==> config.mk <==
export PLATFORM = sky130hd
export DESIGN_NAME = hazard_fwd_unit_flat
export DESIGN_NICKNAME = d
export VERILOG_FILES = /design/src/rtl/hazard_pkg.sv /design/src/rtl/hazard_fwd_unit_if.sv /design/src/rtl/hazard_fwd_unit_md_scoreboard.sv /design/src/rtl/hazard_fwd_unit.sv /design/src/flat_wrapper.sv
export SDC_FILE = /design/constraint.sdc
export NUM_CORES = 1
export LEC_CHECK = 0
export CORE_UTILIZATION = 25
export CTS_BUF_LIST = sky130_fd_sc_hd__clkbuf_8
export DETAILED_ROUTE_END_ITERATION = 8
export GPL_ROUTABILITY_DRIVEN = 0
export SYNTH_ARGS = -nofsm -noshare
export SYNTH_HDL_FRONTEND = slang
export SYNTH_SLANG_ARGS = --single-unit
==> constraint.sdc <==
create_clock -name clk -period 2.11 [get_ports clk]
set_clock_uncertainty 0.2 [all_clocks]
set_input_delay 0.422 -clock clk [delete_from_list [all_inputs] [get_ports clk]]
set_output_delay 0.422 -clock clk [all_outputs]
set_load 0.01 [all_outputs]
==> src/rtl/hazard_pkg.sv <==
// Shared encodings for the hazard/forwarding controller.
// Latency: n/a (constants and types only).
// Backpressure: n/a.
package hazard_pkg;

    // Forward-mux select encodings driven onto each EX source operand.
    localparam logic [1:0] FWD_RF = 2'b00;
    localparam logic [1:0] FWD_WB = 2'b01;
    localparam logic [1:0] FWD_M  = 2'b10;

    // Mul/div scoreboard state.
    typedef enum logic {
        MD_IDLE = 1'b0,
        MD_BUSY = 1'b1
    } md_state_e;

endpackage

==> src/rtl/hazard_fwd_unit_if.sv <==
// Pipeline-side bundle of register addresses/enables and the forward/stall controls.
// Latency: n/a (wires only).
// Backpressure: n/a; stall/flush_ex are the pipeline's hold signals.
interface hazard_fwd_unit_if #(
    parameter int REG_AW  = 5,
    parameter int NUM_SRC = 2
);
    logic [NUM_SRC*REG_AW-1:0] id_src;
    logic [NUM_SRC-1:0]        id_src_used;
    logic [REG_AW-1:0]         id_rd;
    logic                      id_regwr;
    logic                      id_md_op;
    logic [NUM_SRC*REG_AW-1:0] ex_src;
    logic [REG_AW-1:0]         ex_rd;
    logic                      ex_regwr;
    logic                      ex_memrd;
    logic                      ex_md_start;
    logic [REG_AW-1:0]         m_rd;
    logic                      m_regwr;
    logic                      m_memwr;
    logic [REG_AW-1:0]         m_rb;
    logic [REG_AW-1:0]         wb_rd;
    logic                      wb_regwr;
    logic [NUM_SRC*2-1:0]      ex_fwd_sel;
    logic                      m_store_fwd;
    logic                      stall;
    logic                      flush_ex;
    logic                      md_busy;
    logic [REG_AW-1:0]         md_rd;
    logic                      md_wb_valid;

    // Pipeline register side: supplies addresses, consumes controls.
    modport master (
        output id_src, id_src_used, id_rd, id_regwr, id_md_op,
        output ex_src, ex_rd, ex_regwr, ex_memrd, ex_md_start,
        output m_rd, m_regwr, m_memwr, m_rb, wb_rd, wb_regwr,
        input  ex_fwd_sel, m_store_fwd, stall, flush_ex,
        input  md_busy, md_rd, md_wb_valid
    );

    // Hazard unit side.
    modport slave (
        input  id_src, id_src_used, id_rd, id_regwr, id_md_op,
        input  ex_src, ex_rd, ex_regwr, ex_memrd, ex_md_start,
        input  m_rd, m_regwr, m_memwr, m_rb, wb_rd, wb_regwr,
        output ex_fwd_sel, m_store_fwd, stall, flush_ex,
        output md_busy, md_rd, md_wb_valid
    );
endinterface

==> src/rtl/hazard_fwd_unit_md_scoreboard.sv <==
// Tracks the single outstanding mul/div result and its regfile writeback slot.
// Latency: md_wb_valid first MD_LAT cycles after the issuing edge when WB is free.
// Backpressure: writeback defers (cnt held at 0) while the WB stage writes the regfile.
module md_scoreboard
    import hazard_pkg::*;
#(
    parameter int REG_AW = 5,
    parameter int MD_LAT = 4
) (
    input  logic              clk,
    input  logic              rst,
    input  logic              ex_md_start,
    input  logic [REG_AW-1:0] ex_rd,
    input  logic              wb_regwr,
    output logic              md_busy,
    output logic [REG_AW-1:0] md_rd,
    output logic              md_wb_valid
);
    localparam int CNT_W = $clog2(MD_LAT);

    md_state_e        state;
    logic [CNT_W-1:0] cnt;

    assign md_busy     = (state == MD_BUSY);
    // Result writes only when the countdown is done and the WB write port is free.
    assign md_wb_valid = md_busy && (cnt == '0) && !wb_regwr;

    // Issue capture, countdown, deferred writeback and completion.
    always_ff @(posedge clk) begin
        if (rst) begin
            state <= MD_IDLE;
            md_rd <= '0;
            cnt   <= '0;
        end else begin
            case (state)
                MD_IDLE: begin
                    // A start targeting r0 has no visible result, so nothing to track.
                    if (ex_md_start && (ex_rd != '0)) begin
                        state <= MD_BUSY;
                        md_rd <= ex_rd;
                        cnt   <= CNT_W'(MD_LAT - 1);
                    end
                end
                MD_BUSY: begin
                    // A second start while busy is ignored.
                    if (cnt != '0) begin
                        cnt <= cnt - 1'b1;
                    end else if (!wb_regwr) begin
                        state <= MD_IDLE;
                        md_rd <= '0;
                    end
                end
                default: state <= MD_IDLE;
            endcase
        end
    end
endmodule

==> src/rtl/hazard_fwd_unit.sv <==
// Operand/store forwarding plus load-use and mul/div stall generation for the 5-stage pipe.
// Latency: forward selects and stall/flush are combinational; mul/div tracking is registered.
// Backpressure: stall holds PC and IF/ID, flush_ex bubbles ID/EX. HAZ_PERF_CNT_EN adds stall counters.
module hazard_fwd_unit
    import hazard_pkg::*;
#(
    parameter int REG_AW  = 5,
    parameter int NUM_SRC = 2,
    parameter int MD_LAT  = 4
) (
    input  logic                 clk,
    input  logic                 rst,
    hazard_fwd_unit_if.slave     hif
`ifdef HAZ_PERF_CNT_EN
    ,
    output logic [31:0]          perf_lu_stalls,
    output logic [31:0]          perf_md_stalls
`endif
);
    logic              md_busy;
    logic [REG_AW-1:0] md_rd;
    logic              md_wb_valid;

    md_scoreboard #(
        .REG_AW (REG_AW),
        .MD_LAT (MD_LAT)
    ) u_md_scoreboard (
        .clk         (clk),
        .rst         (rst),
        .ex_md_start (hif.ex_md_start),
        .ex_rd       (hif.ex_rd),
        .wb_regwr    (hif.wb_regwr),
        .md_busy     (md_busy),
        .md_rd       (md_rd),
        .md_wb_valid (md_wb_valid)
    );

    assign hif.md_busy     = md_busy;
    assign hif.md_rd       = md_rd;
    assign hif.md_wb_valid = md_wb_valid;

    logic [NUM_SRC*2-1:0] fwd_sel;
    logic [NUM_SRC-1:0]   lu_hit;
    logic [NUM_SRC-1:0]   raw_hit;

    for (genvar i = 0; i < NUM_SRC; i++) begin : g_src
        logic [REG_AW-1:0] ex_s;
        logic [REG_AW-1:0] id_s;
        logic              m_hit;
        logic              wb_hit;

        assign ex_s   = hif.ex_src[i*REG_AW +: REG_AW];
        assign id_s   = hif.id_src[i*REG_AW +: REG_AW];
        assign m_hit  = hif.m_regwr  && (hif.m_rd  != '0) && (hif.m_rd  == ex_s);
        assign wb_hit = hif.wb_regwr && (hif.wb_rd != '0) && (hif.wb_rd == ex_s);
        // The younger producer in M wins over WB.
        assign fwd_sel[2*i +: 2] = m_hit ? FWD_M : (wb_hit ? FWD_WB : FWD_RF);
        // ex_rd != 0 is checked once in the OR-tree, which excludes r0 here too.
        assign lu_hit[i]  = hif.id_src_used[i] && (id_s == hif.ex_rd);
        assign raw_hit[i] = hif.id_src_used[i] && (id_s != '0) && (id_s == md_rd);
    end

    logic lu_haz;
    logic md_haz;

    assign lu_haz = hif.ex_memrd && hif.ex_regwr && (hif.ex_rd != '0) && (|lu_hit);
    // md_rd is never r0 while busy, so the WAW compare needs no zero check.
    assign md_haz = md_busy && ((|raw_hit) || hif.id_md_op ||
                                (hif.id_regwr && (hif.id_rd == md_rd)));

    assign hif.ex_fwd_sel  = fwd_sel;
    assign hif.m_store_fwd = hif.wb_regwr && hif.m_memwr && (hif.wb_rd != '0) &&
                             (hif.wb_rd == hif.m_rb);
    assign hif.stall       = lu_haz || md_haz;
    assign hif.flush_ex    = lu_haz || md_haz;

`ifdef HAZ_PERF_CNT_EN
    // Saturating stall-cycle counters; mul/div count excludes cycles already charged to load-use.
    always_ff @(posedge clk) begin
        if (rst) begin
            perf_lu_stalls <= '0;
            perf_md_stalls <= '0;
        end else begin
            if (lu_haz && (perf_lu_stalls != 32'hFFFF_FFFF))
                perf_lu_stalls <= perf_lu_stalls + 32'd1;
            if (md_haz && !lu_haz && (perf_md_stalls != 32'hFFFF_FFFF))
                perf_md_stalls <= perf_md_stalls + 32'd1;
        end
    end
`endif
endmodule

==> src/flat_wrapper.sv <==
// flat-port wrapper written by rule: the top's interface ports become plain ports
module hazard_fwd_unit_flat import hazard_pkg::*;
#(
    parameter int REG_AW  = 5,
    parameter int NUM_SRC = 2,
    parameter int MD_LAT  = 4
)
  (clk, rst, hif_id_src, hif_id_src_used, hif_id_rd, hif_id_regwr, hif_id_md_op, hif_ex_src, hif_ex_rd, hif_ex_regwr, hif_ex_memrd, hif_ex_md_start, hif_m_rd, hif_m_regwr, hif_m_memwr, hif_m_rb, hif_wb_rd, hif_wb_regwr, hif_ex_fwd_sel, hif_m_store_fwd, hif_stall, hif_flush_ex, hif_md_busy, hif_md_rd, hif_md_wb_valid);
  hazard_fwd_unit_if #(.REG_AW(REG_AW), .NUM_SRC(NUM_SRC)) hif_i ();
  input  logic clk;
  input  logic rst;
  input wire logic [$bits(hif_i.id_src)-1:0] hif_id_src;
  input wire logic [$bits(hif_i.id_src_used)-1:0] hif_id_src_used;
  input wire logic [$bits(hif_i.id_rd)-1:0] hif_id_rd;
  input wire logic [$bits(hif_i.id_regwr)-1:0] hif_id_regwr;
  input wire logic [$bits(hif_i.id_md_op)-1:0] hif_id_md_op;
  input wire logic [$bits(hif_i.ex_src)-1:0] hif_ex_src;
  input wire logic [$bits(hif_i.ex_rd)-1:0] hif_ex_rd;
  input wire logic [$bits(hif_i.ex_regwr)-1:0] hif_ex_regwr;
  input wire logic [$bits(hif_i.ex_memrd)-1:0] hif_ex_memrd;
  input wire logic [$bits(hif_i.ex_md_start)-1:0] hif_ex_md_start;
  input wire logic [$bits(hif_i.m_rd)-1:0] hif_m_rd;
  input wire logic [$bits(hif_i.m_regwr)-1:0] hif_m_regwr;
  input wire logic [$bits(hif_i.m_memwr)-1:0] hif_m_memwr;
  input wire logic [$bits(hif_i.m_rb)-1:0] hif_m_rb;
  input wire logic [$bits(hif_i.wb_rd)-1:0] hif_wb_rd;
  input wire logic [$bits(hif_i.wb_regwr)-1:0] hif_wb_regwr;
  output wire logic [$bits(hif_i.ex_fwd_sel)-1:0] hif_ex_fwd_sel;
  output wire logic [$bits(hif_i.m_store_fwd)-1:0] hif_m_store_fwd;
  output wire logic [$bits(hif_i.stall)-1:0] hif_stall;
  output wire logic [$bits(hif_i.flush_ex)-1:0] hif_flush_ex;
  output wire logic [$bits(hif_i.md_busy)-1:0] hif_md_busy;
  output wire logic [$bits(hif_i.md_rd)-1:0] hif_md_rd;
  output wire logic [$bits(hif_i.md_wb_valid)-1:0] hif_md_wb_valid;
  assign hif_i.id_src = hif_id_src;
  assign hif_i.id_src_used = hif_id_src_used;
  assign hif_i.id_rd = hif_id_rd;
  assign hif_i.id_regwr = hif_id_regwr;
  assign hif_i.id_md_op = hif_id_md_op;
  assign hif_i.ex_src = hif_ex_src;
  assign hif_i.ex_rd = hif_ex_rd;
  assign hif_i.ex_regwr = hif_ex_regwr;
  assign hif_i.ex_memrd = hif_ex_memrd;
  assign hif_i.ex_md_start = hif_ex_md_start;
  assign hif_i.m_rd = hif_m_rd;
  assign hif_i.m_regwr = hif_m_regwr;
  assign hif_i.m_memwr = hif_m_memwr;
  assign hif_i.m_rb = hif_m_rb;
  assign hif_i.wb_rd = hif_wb_rd;
  assign hif_i.wb_regwr = hif_wb_regwr;
  assign hif_ex_fwd_sel = hif_i.ex_fwd_sel;
  assign hif_m_store_fwd = hif_i.m_store_fwd;
  assign hif_stall = hif_i.stall;
  assign hif_flush_ex = hif_i.flush_ex;
  assign hif_md_busy = hif_i.md_busy;
  assign hif_md_rd = hif_i.md_rd;
  assign hif_md_wb_valid = hif_i.md_wb_valid;
  hazard_fwd_unit #(.REG_AW(REG_AW), .NUM_SRC(NUM_SRC), .MD_LAT(MD_LAT)) u_core (.clk(clk), .rst(rst), .hif(hif_i));
endmodule
==> summary.txt, run 1 <==
result of the run - finished with violations
failing checks - negative setup slack
sequential share of power - 21.9%
clock period minus worst slack - 2.364 ns
share of the cycle needed by the critical path after routing - 112.0%
Max Clock Freq - 0.4230 GHz
total net switching power - 0.0002552 W
classification of the worst-slack hold path - reg2reg
register clock-pin slew on the reported worst setup and hold paths - 0.04 ns
Area growth syn-to-layout - 126.7%
post-cts hold buffer count - 0
portion of total power attributed to combinational logic - 55.5%
Top Ports - 71
via count of the routed design - 1421
H-tree Lvls - 1
net count after synthesis - 190
Root Buffer - sky130_fd_sc_hd__clkbuf_8
Post-Synthesis Mean Instance Area - 7.763 um2
n_diodes - 0
number of distinct library cell variants in the gate-level netlist after synthesis - 29
endpoint of the worst-slack reg-to-reg timing path - u_core.u_md_scoreboard.md_rd[1]
post-detailed-route DRC marker count - 0
number of warnings issued by yosys - 0
TritonCTS Buffers - 3
area of the mapped netlist - 1025 um2
path depth of the worst reg2reg path - 7
max-slew violations - 0
Seq/Total Area, Yosys - 15.63%
average via count per standard cell - 4.705
die outline area - 4359 um2
kind of start point of the critical path - primary input
fraction of power consumed by the clock network - 22.6%
fraction of final layout cells with drive strength greater than 1 - 48.43%
effective utilization at floorplan - 26.98%
average wire per cell in the routed design - 14.96 um
1st-pass router iterations - 4
slew of the pin with the lowest slew margin - 0.3549 ns
Static Leak - 1.038 nW
switching share of total power - 32.03%
vias in the first global route - 1492
Initial DRC Count - 46
wire length of the first global-routing pass - 7.072 mm
Clk Latency, worst-skew pair - 0.23 ns
largest vdd supply drop - 0.4565 mV
FF+latch count, synth - 8
cell-by-cell trace of the critical path - buf_6, buf_6, xor2_1, or4_4, nor4_4, buf_2
Rows - 22
dpl hpwl - 3.489 mm
Max-Slew Margin vs Limit - 76.16%
critical setup path kind - in2out
number of nets with antenna violations after routing - 0
commonest cells after routing, fill and taps aside - sky130_fd_sc_hd__buf_4 (46), sky130_fd_sc_hd__xor2_1 (27), sky130_fd_sc_hd__clkdlybuf4s50_1 (20), sky130_fd_sc_hd__buf_2 (15), sky130_fd_sc_hd__buf_6 (15)
number of enable flip-flop cells after synthesis - 0
startpoint of the most critical hold path - u_core.u_md_scoreboard.cnt[1]
number of buffers added on ports - 70
most frequent standard cell in the layout excluding fill and tap cells - sky130_fd_sc_hd__buf_4
fraction of registers with async set or reset after synthesis - 0%
power density over the cells - 343.0 nW/um2
placed cell count - 290
most common flop cell mapped by yosys - sky130_fd_sc_hd__dfxtp_1
CTS tree - yes
Final setup viols - 6
MaxCap Viol Count - 0
pin count of the biggest net entering global routing - 9
unrepaired setup endpoints after global routing - yes
crit path capture type - primary output
vertical die dimension - 66.02 um
total wire length after detailed routing - 4.518 mm
initial antenna violation count - 0
Finished Layout Cells - 302
maximum count of clock buffers along a single path - 2
termination of the worst setup path - hif_ex_fwd_sel[2]
number of cells produced by synthesis - 132
Global Route Usage Sum - 21.01%
slack of the critical path - -0.2541 ns
total congestion overflow - 0
Die Wd - 66.02 um
reg2reg start - u_core.u_md_scoreboard.cnt[0]
beginning of the critical path - hif_wb_rd[2]
critical path arrival - 1.74 ns
register-to-register setup slack - 0.61 ns
highest-delay cell along the critical path - sky130_fd_sc_hd__or4_4
Final Hold Vio Count - 0
cell repeated most along the worst path - sky130_fd_sc_hd__buf_6
Internal - 0.0005416 W
worst-path fanout max - 3
maximum cell stage delay along the critical path - 0.54 ns
final core area utilization - 61.17%
Pwr Total - 0.0007968 W
total number of nets in the final design - 314
number of sinks driven by the clock tree - 8
Fin Setup TNS - -0.9392 ns
floorplan core area - 3799 um2
required time of the critical path - 1.49 ns
[Yosys cell counts (3+ instances only)]
library cell	n	area share, %
sky130_fd_sc_hd__xor2_1	29	25
sky130_fd_sc_hd__xnor2_1	19	16
sky130_fd_sc_hd__nand3_1	10	4.9
sky130_fd_sc_hd__nand2_1	9	3.3
sky130_fd_sc_hd__dfxtp_1	8	16
sky130_fd_sc_hd__nor4_1	8	4.9
sky130_fd_sc_hd__a21oi_1	7	3.4
sky130_fd_sc_hd__inv_1	4	1.5
sky130_fd_sc_hd__nor2_1	4	1.5
sky130_fd_sc_hd__nor3_1	4	2.0
sky130_fd_sc_hd__or4_1	4	2.9
sky130_fd_sc_hd__buf_4	3	2.2
[cell families (layout without fill, tap and decap cells)]
family / after synthesis / count (layout) / share of synthesized area [%]
flops: 8 / 8 / 15.63
xor+xnor: 48 / 48 / 41.03
mux: 1 / 1 / 0.9768
fa+ha+maj: 1 / 1 / 1.221
simple gates: 46 / 46 / 24.91
compound gates: 18 / 18 / 11.48
buf+inv: 10 / 132 / 4.761
[through the flow]
| step | hold slack, ns | instance area [um2] | worst slack, ns |
|---|---|---|---|
| 2_1_floorplan | 0.2367 | 1031 | -0.03484 |
| 3_3_place_gp | 0.2865 | 2116 | -1.023 |
| 3_5_place_dp | 0.3300 | 2116 | -1.048 |
| 4_1_cts | 0.3241 | 2247 | -0.3483 |
| 5_1_grt | 0.3605 | 2323 | -0.3234 |
| 6_report | 0.3197 | 2323 | -0.2541 |
[power by group through the flow]
stage	clock [W]	sequential, W	combinational (W)
finish	0.000180	0.000175	0.000442
global route	0.000197	0.000176	0.000473
CTS	0.000185	0.000175	0.000412
detailed placement	0	0.000177	0.000400
global placement	0	0.000176	0.000390
floorplan	0	0.000182	0.000133
[layer usage]
layer / global-route usage, % / share of wire (%) / up-vias
li1: - / - / 707
met1: 26.00 / 44 / 676
met2: 38.90 / 52 / 34
met3: 2.759 / 3.2 / 4
met4: 2.926 / 1.1 / 0
met5: 0 / 0 / -
[area by class of cell]
| type | count | area (um2) |
|---|---|---|
| Fill cell | 323 | 1475 |
| Timing Repair Buffer | 125 | 1050 |
| Multi-Input combinational cell | 114 | 994.7 |
| Sequential cell | 8 | 162.7 |
| Tap cell | 48 | 60.06 |
| Clock buffer | 3 | 41.29 |
| Inverter | 4 | 15.01 |
[registers in the layout, summed over array words and instances, names as in the netlist]
signal / flops
u_core.u_md_scoreboard.cnt: 2
u_core.u_md_scoreboard.md_rd: 5
u_core.u_md_scoreboard.md_busy: 1
[worst max-delay path: cells and delay by family]
family | cells | cell delay (ns)
AND/OR/NAND/NOR | 2 | 0.80
buffers and inverters | 3 | 0.36
XOR/XNOR | 1 | 0.15
[how the worst min path moves through the flow]
| stage | to | slack, ns | cells past startpoint |
|---|---|---|---|
| after floorplan | u_core.u_md_scoreboard.cnt[0] | 0.24 | 1 |
| after global placement | u_core.u_md_scoreboard.cnt[1] | 0.29 | 2 |
| after detailed placement | u_core.u_md_scoreboard.cnt[1] | 0.33 | 2 |
| after CTS | u_core.u_md_scoreboard.md_rd[2] | 0.32 | 2 |
| after global routing | u_core.u_md_scoreboard.md_rd[2] | 0.36 | 2 |
| final | u_core.u_md_scoreboard.cnt[1] | 0.32 | 2 |
[repair_timing]
item | CTS | global route
resized for setup | 165 | 42
pin swaps | 31 | 19
setup buffers | 4 | 6
setup endpoints to repair | 8 | 7
Power figures use the tool's default switching activity.
==> run 2, diff against run 1 <==
DONT_BUFFER_PORTS = 1   (was unset)
==> run 2 against run 1 <==
  * The flow still finishes with violations (negative setup slack)
  * Non-clock buffer count is 111 lower
  * Utilization is 28 points lower
  * Die area stayed put
  * Clock-buffer cell count stayed put
  * Combinational power is 58% lower
  * Worst setup slack better by 0.22 ns
  * First-iteration DRC count is 67% lower
  * Worst hold slack worse by 0.27 ns
  * Critical endpoint unchanged
  * Largest cell class is now multi-input combinational cells
  * Largest power group unchanged
==> summary.txt, run 2 (synthesis results as in run 1) <==
result of the run - finished with violations
failing checks - negative setup slack
largest vdd supply drop - 0.1805 mV (-60%)
slack of the critical path - -0.03019 ns (+0.2239 ns)
Final Hold Vio Count - 0 (unchanged)
average via count per standard cell - 5.016 (+6.6%)
CTS tree - yes
Top Ports - 71 (unchanged)
commonest cells after routing, fill and taps aside - sky130_fd_sc_hd__xor2_1 (29), sky130_fd_sc_hd__xnor2_1 (19), sky130_fd_sc_hd__buf_4 (13), sky130_fd_sc_hd__nand3_1 (10), sky130_fd_sc_hd__nand2_1 (9)
via count of the routed design - 958 (-33%)
unrepaired setup endpoints after global routing - yes
average wire per cell in the routed design - 15.58 um (+4.1%)
Static Leak - 0.4574 nW (-56%)
1st-pass router iterations - 4 (unchanged)
effective utilization at floorplan - 26.98% (unchanged)
maximum cell stage delay along the critical path - 0.53 ns (about the same)
number of sinks driven by the clock tree - 8 (unchanged)
path depth of the worst reg2reg path - 6 (-1)
share of the cycle needed by the critical path after routing - 101.4% (-11 points)
cell repeated most along the worst path - sky130_fd_sc_hd__nor4_2
Hold Crit Depth - 1 (-1)
switching share of total power - 28.11% (-3.9 points)
classification of the worst-slack hold path - in2reg
most frequent standard cell in the layout excluding fill and tap cells - sky130_fd_sc_hd__xor2_1
total of fill cells in the finished design - 419 (+30%)
wire length of the first global-routing pass - 4.422 mm (-37%)
H-tree Lvls - 1 (unchanged)
portion of total power attributed to combinational logic - 34.4% (-21 points)
fraction of final layout cells with drive strength greater than 1 - 24.48% (-24 points)
number of buffers added on ports - 0 (-100%)
Clk Latency, worst-skew pair - 0.23 ns (about the same)
required time of the critical path - 1.49 ns (about the same)
Die Wd - 66.02 um (unchanged)
highest-delay cell along the critical path - sky130_fd_sc_hd__or4_4
Fin Setup TNS - -0.04830 ns (+0.8909 ns)
register clock-pin slew on the reported worst setup and hold paths - 0.04 ns (about the same)
max reg flops - 5 (unchanged)
Largest Register - u_core.u_md_scoreboard.md_rd
buffering stage count on the worst path with inverters included - 1 (-2)
clock period minus worst slack - 2.140 ns (-0.2239 ns)
sequential share of power - 32.4% (+11 points)
startpoint of the most critical hold path - rst
fraction of power consumed by the clock network - 33.2% (+11 points)
TritonCTS Buffers - 3 (unchanged)
critical setup path kind - in2out
vertical die dimension - 66.02 um (unchanged)
Area growth syn-to-layout - 23.08%
power density over the cells - 429.3 nW/um2 (+25%)
register-to-register setup slack - 0.65 ns (+0.04 ns)
total number of nets in the final design - 203 (-35%)
vias in the first global route - 987 (-34%)
destination of the worst hold path - u_core.u_md_scoreboard.md_rd[2]
final core area utilization - 33.20% (-28 points)
dpl hpwl - 2.485 mm (-29%)
maximum count of clock buffers along a single path - 2 (unchanged)
Internal - 0.0003892 W (-28%)
Final setup viols - 4 (-2)
reg2reg start - u_core.u_md_scoreboard.cnt[0]
kind of start point of the critical path - primary input
crit path capture type - primary output
post-cts hold buffer count - 0 (unchanged)
number of nets with antenna violations after routing - 0 (unchanged)
total net switching power - 0.0001522 W (-40%)
MaxCap Viol Count - 0 (unchanged)
Worst path top cell family by delay - simple AND/OR/NAND/NOR gates
Rows - 22 (unchanged)
total wire length after detailed routing - 2.975 mm (-34%)
Max-Slew Margin vs Limit - 74.26% (-1.9 points)
critical path arrival - 1.52 ns (-0.22 ns)
area taken by multi-input logic gates - 872.1 um2 (-12%)
n_diodes - 0 (unchanged)
Final Hold Slack - 0.05289 ns (-0.2668 ns)
post-detailed-route DRC marker count - 0 (unchanged)
floorplan core area - 3799 um2 (unchanged)
total congestion overflow - 0 (unchanged)
endpoint of the worst-slack reg-to-reg timing path - u_core.u_md_scoreboard.md_busy
initial antenna violation count - 0 (unchanged)
slew of the pin with the lowest slew margin - 0.3829 ns (+0.02793 ns)
Root Buffer - sky130_fd_sc_hd__clkbuf_8
pin count of the biggest net entering global routing - 9 (unchanged)
max-slew violations - 0 (unchanged)
Max Clock Freq - 0.4672 GHz (+10%)
Register Area - 163.9 um2 (+0.77%)
Global Route Usage Sum - 13.31% (-7.7 points)
die outline area - 4359 um2 (unchanged)
worst-path fanout max - 3 (unchanged)
Initial DRC Count - 15 (-67%)
cell-by-cell trace of the critical path - or4_4, o21ai_4, nor4_2, nor4_2, buf_4
==> run 2: layout make-up <==
type | instances | share of cell area [%]
Sequential cell | 8 | 13.00
Timing Repair Buffer | 14 | 8.631
Clock buffer | 3 | 3.274
Inverter | 4 | 1.190
Tap cell | 48 | 4.762
Multi-Input combinational cell | 114 | 69.15
==> run 2: worst max-delay path by stage <==
stage / start / endpoint / slack (ns) / cells past startpoint
3_5_place_dp: hif_wb_rd[1] / hif_ex_fwd_sel[2] / -0.14 / 5
5_1_grt: u_core.u_md_scoreboard.md_rd[4] / hif_stall / -0.11 / 5
4_1_cts: hif_ex_src[7] / hif_ex_fwd_sel[2] / -0.04 / 4
3_3_place_gp: hif_wb_rd[1] / hif_ex_fwd_sel[2] / -0.13 / 5
6_report: hif_m_rd[4] / hif_ex_fwd_sel[2] / -0.03 / 5
2_1_floorplan: hif_id_src[0] / hif_stall / -0.03 / 6
==> run 2: per-stage QoR <==
| stage | power [W] | instance area, um2 | instances | setup slack (ns) |
|---|---|---|---|---|
| 6_report | 0.0005414 | 1261 | 191 | -0.03019 |
| 3_5_place_dp | 0.0003497 | 1155 | 187 | -0.1351 |
| 3_3_place_gp | 0.0003482 | 1155 | 187 | -0.1334 |
| 4_1_cts | 0.0005426 | 1249 | 191 | -0.04181 |
| 5_1_grt | 0.0005776 | 1261 | 191 | -0.1112 |
| 2_1_floorplan | 0.0003158 | 1031 | 132 | -0.03484 |
==> run 2: power groups by stage <==
| stage | clock network [W] | logic, W | registers, W |
|---|---|---|---|
| 2_1_floorplan | 0 | 0.000133 | 0.000182 |
| 3_3_place_gp | 0 | 0.000171 | 0.000177 |
| 3_5_place_dp | 0 | 0.000173 | 0.000177 |
| 4_1_cts | 0.000182 | 0.000185 | 0.000176 |
| 5_1_grt | 0.000193 | 0.000207 | 0.000178 |
| 6_report | 0.000179 | 0.000186 | 0.000176 |
==> run 2: per-layer routing <==
metal / GRT usage, % / vias up / share of wire, %
met5: 0 / - / 0
met4: 6.117 / 0 / 2.5
met3: 5.172 / 6 / 7.9
met2: 22.96 / 28 / 53
met1: 14.15 / 441 / 37
li1: - / 483 / -
==> run 2: worst reg2reg max path: stages, from the launching register on <==
cell and delay (ns):
sky130_fd_sc_hd__dfxtp_1 0.32, sky130_fd_sc_hd__inv_1 0.06, sky130_fd_sc_hd__ha_1 0.18, sky130_fd_sc_hd__nand2_1 0.05, sky130_fd_sc_hd__or2_2 0.33, sky130_fd_sc_hd__inv_1 0.15, sky130_fd_sc_hd__nor3_1 0.07
==> run 2: repair_timing <==
item,in CTS,in global routing
hold endpoints to repair,0,0
pin swaps,9,2
gates cloned,0,0
buffers inserted,1,0
resized for setup,12,3
endpoints found under the setup margin,4,5
==> run 3, diff against run 2 <==
CORE_UTILIZATION = 60   (was 25)
PLACE_DENSITY = 0.76   (was unset)
==> run 3 against run 2 <==
  * Power increased by 0.21%
  * Critical endpoint is now hif_ex_fwd_sel[0]
  * The run ends with design-rule violations, negative setup slack left
  * Register-to-register slack improved by 0.03 ns
  * Utilization increased by 44 points
  * Design area decreased by 4.5%
  * Sequential cell count unchanged
  * Worst setup slack got worse by 0.026 ns
  * Via count increased by 1.8%
  * Non-clock buffer count decreased by 3
  * Critical path type unchanged
  * Wire length decreased by 9.7%
  * Global-route usage increased by 17 points
==> summary.txt, run 3 (synthesis results as in run 1) <==
result of the run - finished with violations
failing checks - design-rule violations, negative setup slack
average wire per cell in the routed design - 17.22 um (+11%)
Fin Setup TNS - -0.1483 ns (-0.1000 ns)
Clk Latency, worst-skew pair - 0.23 ns (about the same)
Finished Layout Cells - 156 (-18%)
floorplan core area - 1559 um2 (-59%)
MaxCap Viol Count - 0 (unchanged)
post-detailed-route DRC marker count - 10 (+10)
Internal - 0.0003866 W (-0.67%)
vertical die dimension - 43.33 um (-34%)
Final Hold Vio Count - 0 (unchanged)
H-tree Lvls - 1 (unchanged)
initial antenna violation count - 0 (unchanged)
slack of the critical path - -0.05665 ns (-0.02646 ns)
crit path capture type - primary output
Global Route Usage Sum - 30.80% (+17 points)
maximum cell stage delay along the critical path - 0.54 ns (about the same)
clock period minus worst slack - 2.167 ns (+0.02646 ns)
most frequent standard cell in the layout excluding fill and tap cells - sky130_fd_sc_hd__xor2_1
largest vdd supply drop - 0.3767 mV (+110%)
cell-by-cell trace of the critical path - xor2_1, or4_1, nor4_2, buf_4
unrepaired setup endpoints after global routing - yes
via count of the routed design - 975 (+1.8%)
Root Buffer - sky130_fd_sc_hd__clkbuf_8
power density over the cells - 450.3 nW/um2 (+4.9%)
number of sinks driven by the clock tree - 8 (unchanged)
number of buffers added on ports - 0 (unchanged)
total net switching power - 0.0001559 W (+2.4%)
total of fill cells in the finished design - 121 (-71%)
kind of start point of the critical path - primary input
critical path arrival - 1.54 ns (+0.02 ns)
portion of total power attributed to combinational logic - 33.4% (-1.0 points)
Max-Slew Margin vs Limit - 59.17% (-15 points)
required time of the critical path - 1.49 ns (about the same)
CTS tree - yes
average via count per standard cell - 6.250 (+25%)
placed cell count - 153 (-18%)
Final setup viols - 3 (-1)
slew of the pin with the lowest slew margin - 0.6069 ns (+0.2240 ns)
1st-pass router iterations - 7 (+3)
Initial DRC Count - 40 (+25)
Static Leak - 0.4506 nW (-1.5%)
sequential share of power - 32.7% (+0.3 points)
die outline area - 1877 um2 (-57%)
total congestion overflow - 0 (unchanged)
Area growth syn-to-layout - 17.58%
register clock-pin slew on the reported worst setup and hold paths - 0.04 ns (about the same)
share of the cycle needed by the critical path after routing - 102.7% (+1.3 points)
worst-path fanout max - 2 (-1)
final core area utilization - 77.29% (+44 points)
area after detailed placement - 1100 um2 (-4.8%)
switching share of total power - 28.74% (+0.63 points)
fraction of power consumed by the clock network - 34.0% (+0.8 points)
highest-delay cell along the critical path - sky130_fd_sc_hd__or4_1
worst setup slack before clock tree synthesis - -0.1226 ns (+0.01255 ns)
dpl hpwl - 2.197 mm (-12%)
pin count of the biggest net entering global routing - 9 (unchanged)
post-cts hold buffer count - 0 (unchanged)
number of nets with antenna violations after routing - 0 (unchanged)
Largest Register - u_core.u_md_scoreboard.md_rd
commonest cells after routing, fill and taps aside - sky130_fd_sc_hd__xor2_1 (29), sky130_fd_sc_hd__xnor2_1 (17), sky130_fd_sc_hd__nand3_1 (10), sky130_fd_sc_hd__buf_4 (10), sky130_fd_sc_hd__nand2_1 (9)
final cell area excluding filler cells - 1205 um2 (-4.5%)
effective utilization at floorplan - 65.73% (+39 points)
classification of the worst-slack hold path - in2reg
critical setup path kind - in2out
wire length of the first global-routing pass - 4.333 mm (-2.0%)
max-slew violations - 0 (unchanged)
max reg flops - 5 (unchanged)
total number of nets in the final design - 200 (-1.5%)
total wire length after detailed routing - 2.687 mm (-9.7%)
Max Clock Freq - 0.4615 GHz (-1.2%)
maximum count of clock buffers along a single path - 2 (unchanged)
fraction of final layout cells with drive strength greater than 1 - 22.14% (-2.3 points)
buffering stage count on the worst path with inverters included - 1 (unchanged)
Die Wd - 43.33 um (-34%)
TritonCTS Buffers - 3 (unchanged)
vias in the first global route - 1019 (+3.2%)
Rows - 14 (-36%)
Worst path top cell family by delay - simple AND/OR/NAND/NOR gates
Top Ports - 71 (unchanged)
n_diodes - 0 (unchanged)
-- run 3: changes by cell type in the layout (fill, tap and decap cells not counted), sizes merged --
cell and change:
buf -3
-- run 3: what timing repair did --
item | CTS | global route
pin swaps | 6 | 7
gates resized for setup | 10 | 5
endpoints found under the setup margin | 4 | 6
setup buffers | 0 | 0
endpoints found under the hold margin | 0 | 0
-- run 3: final timing paths --
kind	from	to	slack, ns	cells past startpoint
worst max-delay path	hif_ex_src[1]	hif_ex_fwd_sel[0]	-0.06	4
worst min-delay path	rst	u_core.u_md_scoreboard.md_rd[4]	0.05	1
worst max register to register	u_core.u_md_scoreboard.cnt[0]	u_core.u_md_scoreboard.md_busy	0.68	6
worst min register to register	u_core.u_md_scoreboard.cnt[0]	u_core.u_md_scoreboard.cnt[0]	0.27	1
-- run 3: power groups by stage --
stage	Clock, W	Combinational, W	Sequential [W]
final	0.000184	0.000181	0.000177
after floorplan	0	0.000133	0.000182
after global routing	0.000195	0.000202	0.000179
after detailed placement	0	0.000166	0.000179
after CTS	0.000183	0.000175	0.000177
after global placement	0	0.000162	0.000178
-- run 3: worst reg2reg max path: stages, from the launching register on --
cell and delay (ns):
sky130_fd_sc_hd__dfxtp_1 0.31, sky130_fd_sc_hd__inv_1 0.06, sky130_fd_sc_hd__ha_1 0.18, sky130_fd_sc_hd__nand2_1 0.05
sky130_fd_sc_hd__or2_2 0.32, sky130_fd_sc_hd__inv_1 0.14, sky130_fd_sc_hd__nor3_1 0.07
-- run 3: area by class of cell --
cell class / count / area (um2) / share of cell area, %
multi-input combinational: 114 / 875.8 / 72.69
inverter: 4 / 15.01 / 1.246
clock buffer: 3 / 41.29 / 3.427
tap: 16 / 20.02 / 1.661
timing repair buffer: 11 / 86.33 / 7.165
sequential: 8 / 166.4 / 13.81
-- run 3: per-stage QoR --
step / power [W] / hold WS [ns]
detailed placement: 0.0003447 / 0.2675
global placement: 0.0003400 / 0.2510
floorplan: 0.0003158 / 0.2367
finish: 0.0005425 / 0.04583
global route: 0.0005753 / 0.04090
CTS: 0.0005348 / 0.04640
-- run 3: metal layers --
metal  track usage, %  wire, um  up-vias  share of wire (%)
met3            8.085       239        4                8.9
li1                 -         -      476                  -
met4            12.50        28        0                1.0
met1            39.90      1138      438                 42
met2            48.48      1280       57                 48
met5                0         0        -                  0
